--- src/rtl/pdm_pkg.sv ---
// Shared constants and types for the PDM transmitter and its clock generator.
package pdm_pkg;
    localparam int SAMPLE_W = 16;
    localparam int UNDERRUN_W = 16;
    localparam int DIV_W = 32;
    localparam int OSR_W = 8;
    localparam logic CHANNEL_RIGHT = 1'b1;

    // What happens to the current sample at a hold-counter wrap.
    typedef enum logic [1:0] {
        ADV_NONE,
        ADV_POP,
        ADV_BYPASS,
        ADV_UNDERRUN
    } adv_e;
endpackage

--- src/rtl/pdm_clk_gen.sv ---
// PDM bit-clock divider: period (clk_div+1)*2 clk cycles, with rise/fall strobes.
module pdm_clk_gen
    import pdm_pkg::*;
#(
    parameter int DIV_W = pdm_pkg::DIV_W
) (
    input  logic             clk,
    input  logic             rst,
    input  logic [DIV_W-1:0] clk_div,
    output logic             pdm_clk,
    output logic             rise_ev,
    output logic             fall_ev
);
    logic [DIV_W-1:0] counter;
    logic             tc;

    always_ff @(posedge clk) begin
        if (rst) begin
            counter <= '0;
            tc      <= 1'b1;
            pdm_clk <= 1'b1;
        end else begin
            if (counter == clk_div) begin
                counter <= '0;
                tc      <= 1'b1;
            end else begin
                counter <= counter + DIV_W'(1);
                tc      <= 1'b0;
            end
            if (tc) begin
                pdm_clk <= ~pdm_clk;
            end
        end
    end

    // Strobes mark the cycle in which pdm_clk is about to change.
    assign rise_ev = tc && !pdm_clk;
    assign fall_ev = tc && pdm_clk;
endmodule

--- src/rtl/pdm_modulator.sv ---
// PCM-to-PDM transmitter: two-deep sample buffer, zero-order hold, first-order sigma-delta.
module pdm_modulator
    import pdm_pkg::*;
#(
    parameter int SAMPLE_W = pdm_pkg::SAMPLE_W,
    parameter int UNDERRUN_W = pdm_pkg::UNDERRUN_W
) (
    input  logic                  clk,
    input  logic                  rst,
    input  logic [DIV_W-1:0]      clk_div,
    input  logic [OSR_W-1:0]      osr,
    input  logic [SAMPLE_W-1:0]   sample_in,
    input  logic                  sample_valid,
    output logic                  sample_ready,
    output logic                  pdm_clk,
    output logic                  pdm_data,
    output logic                  channel,
    output logic                  underrun,
    output logic [UNDERRUN_W-1:0] underrun_cnt
);
    localparam logic [SAMPLE_W-1:0] MIDSCALE = {1'b1, {(SAMPLE_W-1){1'b0}}};

    logic                rise_ev;
    logic                fall_ev;
    logic                unused_fall_ev;
    logic [SAMPLE_W-1:0] acc;
    logic [SAMPLE_W-1:0] cur;
    logic [SAMPLE_W-1:0] nxt;
    logic                next_full;
    logic                primed;
    logic [OSR_W-1:0]    hold_cnt;

    logic                accept;
    logic                at_wrap;
    adv_e                adv;
    logic [SAMPLE_W-1:0] u;
    logic [SAMPLE_W:0]   sum;

    pdm_clk_gen #(.DIV_W(DIV_W)) u_clk_gen (
        .clk     (clk),
        .rst     (rst),
        .clk_div (clk_div),
        .pdm_clk (pdm_clk),
        .rise_ev (rise_ev),
        .fall_ev (fall_ev)
    );

    assign unused_fall_ev = fall_ev;

    always_comb begin
        accept  = sample_valid && !next_full;
        at_wrap = rise_ev && (hold_cnt == osr);
        adv     = ADV_NONE;
        if (at_wrap) begin
            if (next_full) begin
                adv = ADV_POP;
            end else if (accept) begin
                adv = ADV_BYPASS;
            end else if (primed) begin
                adv = ADV_UNDERRUN;
            end
        end
        // Adding half-scale to a two's-complement value is an MSB flip.
        u   = cur ^ MIDSCALE;
        sum = {1'b0, acc} + {1'b0, u};
    end

    always_ff @(posedge clk) begin
        if (rst) begin
            acc          <= '0;
            cur          <= '0;
            nxt          <= '0;
            next_full    <= 1'b0;
            primed       <= 1'b0;
            hold_cnt     <= '0;
            pdm_data     <= 1'b0;
            underrun     <= 1'b0;
            underrun_cnt <= '0;
        end else begin
            underrun <= (adv == ADV_UNDERRUN);
            if (rise_ev) begin
                acc      <= sum[SAMPLE_W-1:0];
                pdm_data <= sum[SAMPLE_W];
                hold_cnt <= at_wrap ? '0 : hold_cnt + OSR_W'(1);
            end
            if (accept) begin
                primed <= 1'b1;
            end
            case (adv)
                ADV_POP: begin
                    cur       <= nxt;
                    next_full <= 1'b0;
                end
                ADV_BYPASS: begin
                    cur <= sample_in;
                end
                ADV_UNDERRUN: begin
                    if (underrun_cnt != '1) begin
                        underrun_cnt <= underrun_cnt + UNDERRUN_W'(1);
                    end
                end
                default: begin
                    if (accept) begin
                        nxt       <= sample_in;
                        next_full <= 1'b1;
                    end
                end
            endcase
        end
    end

    assign sample_ready = !next_full;
    assign channel      = CHANNEL_RIGHT;
endmodule
--- config.mk ---
export PLATFORM = sky130hd
export DESIGN_NAME = pdm_modulator
export DESIGN_NICKNAME = d
export VERILOG_FILES = /design/src/rtl/pdm_pkg.sv /design/src/rtl/pdm_clk_gen.sv /design/src/rtl/pdm_modulator.sv
export SDC_FILE = /design/constraint.sdc
export NUM_CORES = 1
export LEC_CHECK = 0
export CORE_ASPECT_RATIO = 1.5
export CORE_MARGIN = 2
export CORE_UTILIZATION = 37
export DETAILED_ROUTE_END_ITERATION = 8
export GPL_TIMING_DRIVEN = 0
export SKIP_CTS_REPAIR_TIMING = 1
export SLEW_MARGIN = 20
export SYNTH_ARGS = -nofsm -noshare
export SYNTH_HDL_FRONTEND = slang
export SYNTH_HIERARCHICAL = 1
export SYNTH_SLANG_ARGS = --single-unit
--- constraint.sdc ---
create_clock -name clk -period 3.2 [get_ports clk]
set_input_delay 0.64 -clock clk [delete_from_list [all_inputs] [get_ports clk]]
set_output_delay 0.64 -clock clk [all_outputs]
set_load 0.01 [all_outputs]
# Word level (Yosys, flattened, before mapping)
# Index checks and enable logic that the tools add are counted.
word_totals:
  reg_bits: 110
  latch_bits: 0
  ram_bits: 0
  rom_bits: 0
  inputBits: 59
  out_inout_bits: 21
  mem_count: 0
classes:
  addsub: 4
  mul: 0
  div: 0
  order_cmp: 0
  eq_ne: 6
  shift: 0
  muxes: 9
  bitwise: 4
  reduce_logical: 13
ops:
  columns: ["operator", "count"]
  rows:
  - ["$add 32x1->32 const B", 1]
  - ["$eq 32x32->1", 1]
  - ["$pmux 16 s2", 1]
  - ["$add 16x16->17", 1]
  - ["$add 16x1->16 const B", 1]
  - ["$ne 16x16->1 const B", 1]
  - ["$add 8x1->8 const B", 1]
  - ["$eq 8x8->1", 1]
  - ["$mux 2", 4]
  - ["$mux 8", 1]
  - ["$reduce_and 2->1", 3]
  - ["$eq 2x2->1 const B", 2]
  - ["$not 1->1", 4]
  - ["$reduce_bool 2->1", 2]
  - ["$reduce_or 2->1", 2]
  - ["$logic_and 1x1->1", 3]
  - ["$reduce_or 3->1", 1]
  - ["$eq 2x1->1 const B", 1]
  - ["$logic_not 1->1", 2]
  - ["$mux 1", 2]
  - ["$pmux 1 s2", 1]

# Depth between registers and ports, before layout
depth:
  ltp_word: 9
  mapped_depth: 12
  depth_no_buf: 12

# Cells and area by module
# The synthesis kept the hierarchy.
by_module_without_submodules:
  columns: ["mod", "instances", "cells_per_inst", "area_per_inst_um2"]
  rows:
  - ["pdm_modulator", 1, 465, 3950.0]
  - ["pdm_clk_gen", 1, 225, 2089.5]

# Worst setup path after synthesis
# OpenSTA, ideal clock, no wires.
synth_path:
  path_kind: "input-to-reg"
  start: "input port osr[6]"
  end: "register cur[10]"
  setup_time_ns: 0.138
  arrival_ns: 2.760
  required_time_ns: 3.062
  slack_ns: 0.302
  path_stages: 10
  path_cell_list: "xor2_1 -> nor4_1 -> nand4_1 -> or3_1 -> inv_1 -> ha_1 -> clkbuf_1 -> buf_2 -> mux2i_1 -> a211oi_1"
synth_via:
  elab_chain_cells: 5
  elab_cells_between_ends: 7
synth_rtl:
  columns: ["element", "line_no", "text"]
  rows:
  - ["start: declaration", "pdm_modulator.sv:11", "input logic [OSR_W-1:0] osr,"]
  - ["$eq 8x8->1 (*)", "pdm_modulator.sv:52", "at_wrap = rise_ev && (hold_cnt == osr);"]
  - ["$logic_and 1x1->1 (*)", "pdm_modulator.sv:52", null]
  - ["$mux 2 (*)", "pdm_modulator.sv:54", "if (at_wrap) begin"]
  - ["$eq 2x2->1 / $eq 2x1->1 (equally long branches)", "pdm_modulator.sv:89", "case (adv)"]
  - ["$pmux 16 s2 / $reduce_bool 2->1 (equally long branches)", null, null]
  - ["end signal: assignment", "pdm_modulator.sv:91", "cur <= nxt;"]
  - ["end signal: assignment", "pdm_modulator.sv:95", "cur <= sample_in;"]
  - ["end: declaration", "pdm_modulator.sv:27", "logic [SAMPLE_W-1:0] cur;"]
# Every way passes the cells marked *; elsewhere a longest branch is shown, timed or not.
# A chain may end at the register's enable or synchronous reset.

# Worst setup path after layout
layout_path:
  start: "input port osr[6]"
  end: "register underrun_cnt[9]"
layout_via:
  elab_chain_cells: 5
layout_rtl:
  columns: ["element", "line_no", "text"]
  rows:
  - ["$eq 8x8->1", "pdm_modulator.sv:52", null]
  - ["$logic_and 1x1->1", "pdm_modulator.sv:52", null]
  - ["$mux 2", "pdm_modulator.sv:54", null]
  - ["$eq 2x2->1", "pdm_modulator.sv:89", null]
  - ["$reduce_and 2->1 (no line)", null, null]
  - ["end signal: assignment", "pdm_modulator.sv:99", "underrun_cnt <= underrun_cnt + UNDERRUN_W'(1);"]
  - ["end: declaration", "pdm_modulator.sv:19", "output logic [UNDERRUN_W-1:0] underrun_cnt"]
# No other way between the ends.

==> metrics.md <==
| Metric | Value |
|---|---|
| Antenna cells | `0` |
| GP Congestion | `0.908` |
| P_leak | `2.42 nW` |
| Min Hold Slack | `457 ps` |
| Time the worst path needs with I/O delays and setup | `3080 ps` |
| Path class of the lowest-slack min-delay path | `reg -> reg` |
| Avg Inst Size Synth | `8.75 sq um` |
| DIE WIDTH | `108 um` |
| Commonest cells after routing, fill and taps aside | `110 x sky130_fd_sc_hd__dfxtp_1, 78 x sky130_fd_sc_hd__clkdlybuf4s50_1, 69 x sky130_fd_sc_hd__nor2_1` |
| Die height | `160 um` |
| Max-slew headroom | `39.7%` |
| Post-detailed-route DRC marker count | `0` |
| Gr ovfl total | `0` |
| Hold Fails Final Rpt | `0` |
| Net count of the mapped netlist | `773` |
| Number of global-route vias before repair | `5,391` |
| Power density of the placed cells | `373 nW/um^2` |
| Worst-path clk slew | `90 ps` |
| Gate Count Post-Synth | `690` |
| CTS Buffer Depth | `2` |
| Synthesis-to-finish area growth | `23.5%` |
| Fin. max-slew vios | `0` |
| Category of the worst setup path launch point | `input pin` |
| Post-synthesis async set-or-reset flop share | `0%` |
| Port Buffers | `78` |
| Most common cell after layout, fill and taps aside | `sky130_fd_sc_hd__dfxtp_1` |
| Yosys synthesis warning count | `6` |
| Leading register cell type out of synthesis | `sky130_fd_sc_hd__dfxtp_1` |
| H-tree depth | `3` |
| Vias per inst | `5.46` |
| Clock tree root driver cell | `sky130_fd_sc_hd__clkbuf_16` |
| Summed area of non-filler cells in the final layout | `7460 sq um` |
| Arrival time at the worst endpoint | `3330 ps` |
| Final total power | `2.78 mW` |
| Final setup vio count | `0` |
| Worst Path Class, Setup | `in -> reg` |
| Vias after detailed routing | `5,408` |
| Fraction of layout cells with a size suffix above 1 | `7.40%` |
| Number of detailed-routing iterations run before antenna repair | `4` |
| CTS tree | `done` |
| CP Capture Type | `flop` |
| Avg WL per Cell | `16.3 um` |
| Num CTS Buffers | `9` |
| Maximum vdd ir drop | `0.241 mV` |
| Post-detailed-placement half-perimeter wirelength | `12,600 um` |
| Post-synth design cell area | `6040 sq um` |
| Number of cells on the worst reg-to-reg path | `13` |
| Count of nets after finishing | `862` |
| Total routing resource utilization after global routing | `18.4%` |
| Maximum number of pins on one net before global-route repair | `23` |
| Sequential share of the synthesized area | `36.5%` |
| Final antenna-violating net count | `0` |
| Pin slew with the least headroom to its limit | `898 ps` |
| Fmax | `325 MHz` |
| Max Cap Viol | `0` |
| Clock latency of the later-clocked register in the worst-skew pair | `370 ps` |
| Placement Rows | `57` |
| Antenna violations before repair | `0` |
| Initial Utilization | `37.5%` |
| Area of the die | `17,400 sq um` |
| Setup TNS | `0 ps` |
| Total number of clock tree sinks | `110` |
| Final period utilization | `96.2%` |
| Cell count of the worst hold path | `2` |
| Worst setup margin | `122 ps` |
| Maximum fanout along the worst path | `7` |
| Number of distinct library cell variants in the gate-level netlist after synthesis | `57` |
| Iter 0 DRT Violations | `176` |
| Routed wire length | `16,100 um` |
| Placed cell area | `7090 sq um` |
| Total core area | `16,100 sq um` |
| Top-Level Pins | `80` |
| #FFs+latches synth | `110` |
| Number of enable flip-flop cells after synthesis | `0` |
| Worst Setup Slack post-DPL | `-681 ps` |
| Required time reported for the critical path endpoint | `3450 ps` |
| Wire length of the first global-routing pass | `25,800 um` |
| Clock tree skew after final layout | `17.2 ps` |
| Result of the run | `finished clean` |
[routing by layer]
| metal | GRT usage (%) | share of wire (%) |
|---|---|---|
| met5 | 0 | 0 |
| met3 | 3.73 | 4.3 |
| met4 | 5.42 | 2.0 |
| met1 | 18.2 | 38 |
| met2 | 37.2 | 56 |
[worst max-delay path, cell delays in order]
cell and delay (ps):
sky130_fd_sc_hd__clkdlybuf4s50_1 410, sky130_fd_sc_hd__xor2_1 140, sky130_fd_sc_hd__nor4_1 260, sky130_fd_sc_hd__nand4_1 130
sky130_fd_sc_hd__buf_4 180, sky130_fd_sc_hd__or3_1 410, sky130_fd_sc_hd__inv_2 110, sky130_fd_sc_hd__ha_4 170
sky130_fd_sc_hd__and3_1 210, sky130_fd_sc_hd__nand3_2 150, sky130_fd_sc_hd__a21oi_4 170, sky130_fd_sc_hd__nand4_1 130
sky130_fd_sc_hd__xor2_1 170, sky130_fd_sc_hd__nor2_1 50
[stage by stage]
stage	utilization, %	instances
after floorplan	-	690
after global placement	43.9	974
after detailed placement	44.0	974
after CTS	46.0	990
after global routing	46.3	990
final	46.3	990
[cells in the mapped netlist, types with 7 or more instances]
library cell	count	share of area, %
sky130_fd_sc_hd__a211oi_1	37	4.6
sky130_fd_sc_hd__a21oi_1	36	3.0
sky130_fd_sc_hd__a221oi_1	9	1.3
sky130_fd_sc_hd__a221oi_2	7	1.7
sky130_fd_sc_hd__and3_1	9	0.93
sky130_fd_sc_hd__clkbuf_1	27	1.7
sky130_fd_sc_hd__dfxtp_1	110	36
sky130_fd_sc_hd__ha_1	23	4.8
sky130_fd_sc_hd__inv_1	13	0.81
sky130_fd_sc_hd__mux2i_1	23	3.8
sky130_fd_sc_hd__nand2_1	67	4.2
sky130_fd_sc_hd__nand3_1	18	1.5
sky130_fd_sc_hd__nand4_1	23	2.4
sky130_fd_sc_hd__nor2_1	69	4.3
sky130_fd_sc_hd__nor3_1	12	0.99
sky130_fd_sc_hd__nor4_1	7	0.73
sky130_fd_sc_hd__o21ai_0	17	1.4
sky130_fd_sc_hd__o31ai_1	13	1.6
sky130_fd_sc_hd__or3_1	9	0.93
sky130_fd_sc_hd__or4_1	14	1.7
sky130_fd_sc_hd__xnor2_1	55	8.0
sky130_fd_sc_hd__xor2_1	25	3.6
[layout make-up]
| class | instances | area (sq um) |
|---|---|---|
| multi-input cells | 527 | 3620 |
| plain buffers | 39 | 225 |
| fillers | 1624 | 8660 |
| inverters | 13 | 48.8 |
| clock buffers | 9 | 225 |
| well taps | 206 | 258 |
| repair buffers | 79 | 788 |
| flip-flops and latches | 110 | 2200 |
| clock inverters | 7 | 92.6 |
[cells by family after synthesis]
logic type,synth area share [%]
AOI/OAI and AO/OA,17.4
xor gates and xnor gates,11.6
adders and majority gates,5.10
buffers and inverters,4.56
DFF,36.5
muxes,3.81
other,0.0621
and+or+nand+nor,21.0
[registers in the layout (all words and copies together), names as in the netlist, 8 cells and up]
signal             count
acc                   16
nxt                   16
u_clk_gen/counter     32
hold_cnt               8
underrun_cnt          16
cur                   16
[worst paths after layout]
| check | start | slack, ps | end |
|---|---|---|---|
| worst max-delay path | osr[6] | 120 | underrun_cnt[9] |
| worst min-delay path | nxt[0] | 460 | nxt[0] |
| worst max register to register | u_clk_gen/tc | 230 | underrun_cnt[9] |
| worst min register to register | nxt[0] | 460 | nxt[0] |
[power by group]
| part | total [mW] | switching [mW] | leakage [nW] | internal [mW] |
|---|---|---|---|---|
| clock | 1.15 | 0.592 | 0.149 | 0.563 |
| sequential | 1.40 | 0.0161 | 0.890 | 1.39 |
| combinational | 0.224 | 0.102 | 1.38 | 0.122 |
| total | 2.78 | 0.711 | 2.42 | 2.07 |
Note: power is estimated with default switching activity, not from simulation.
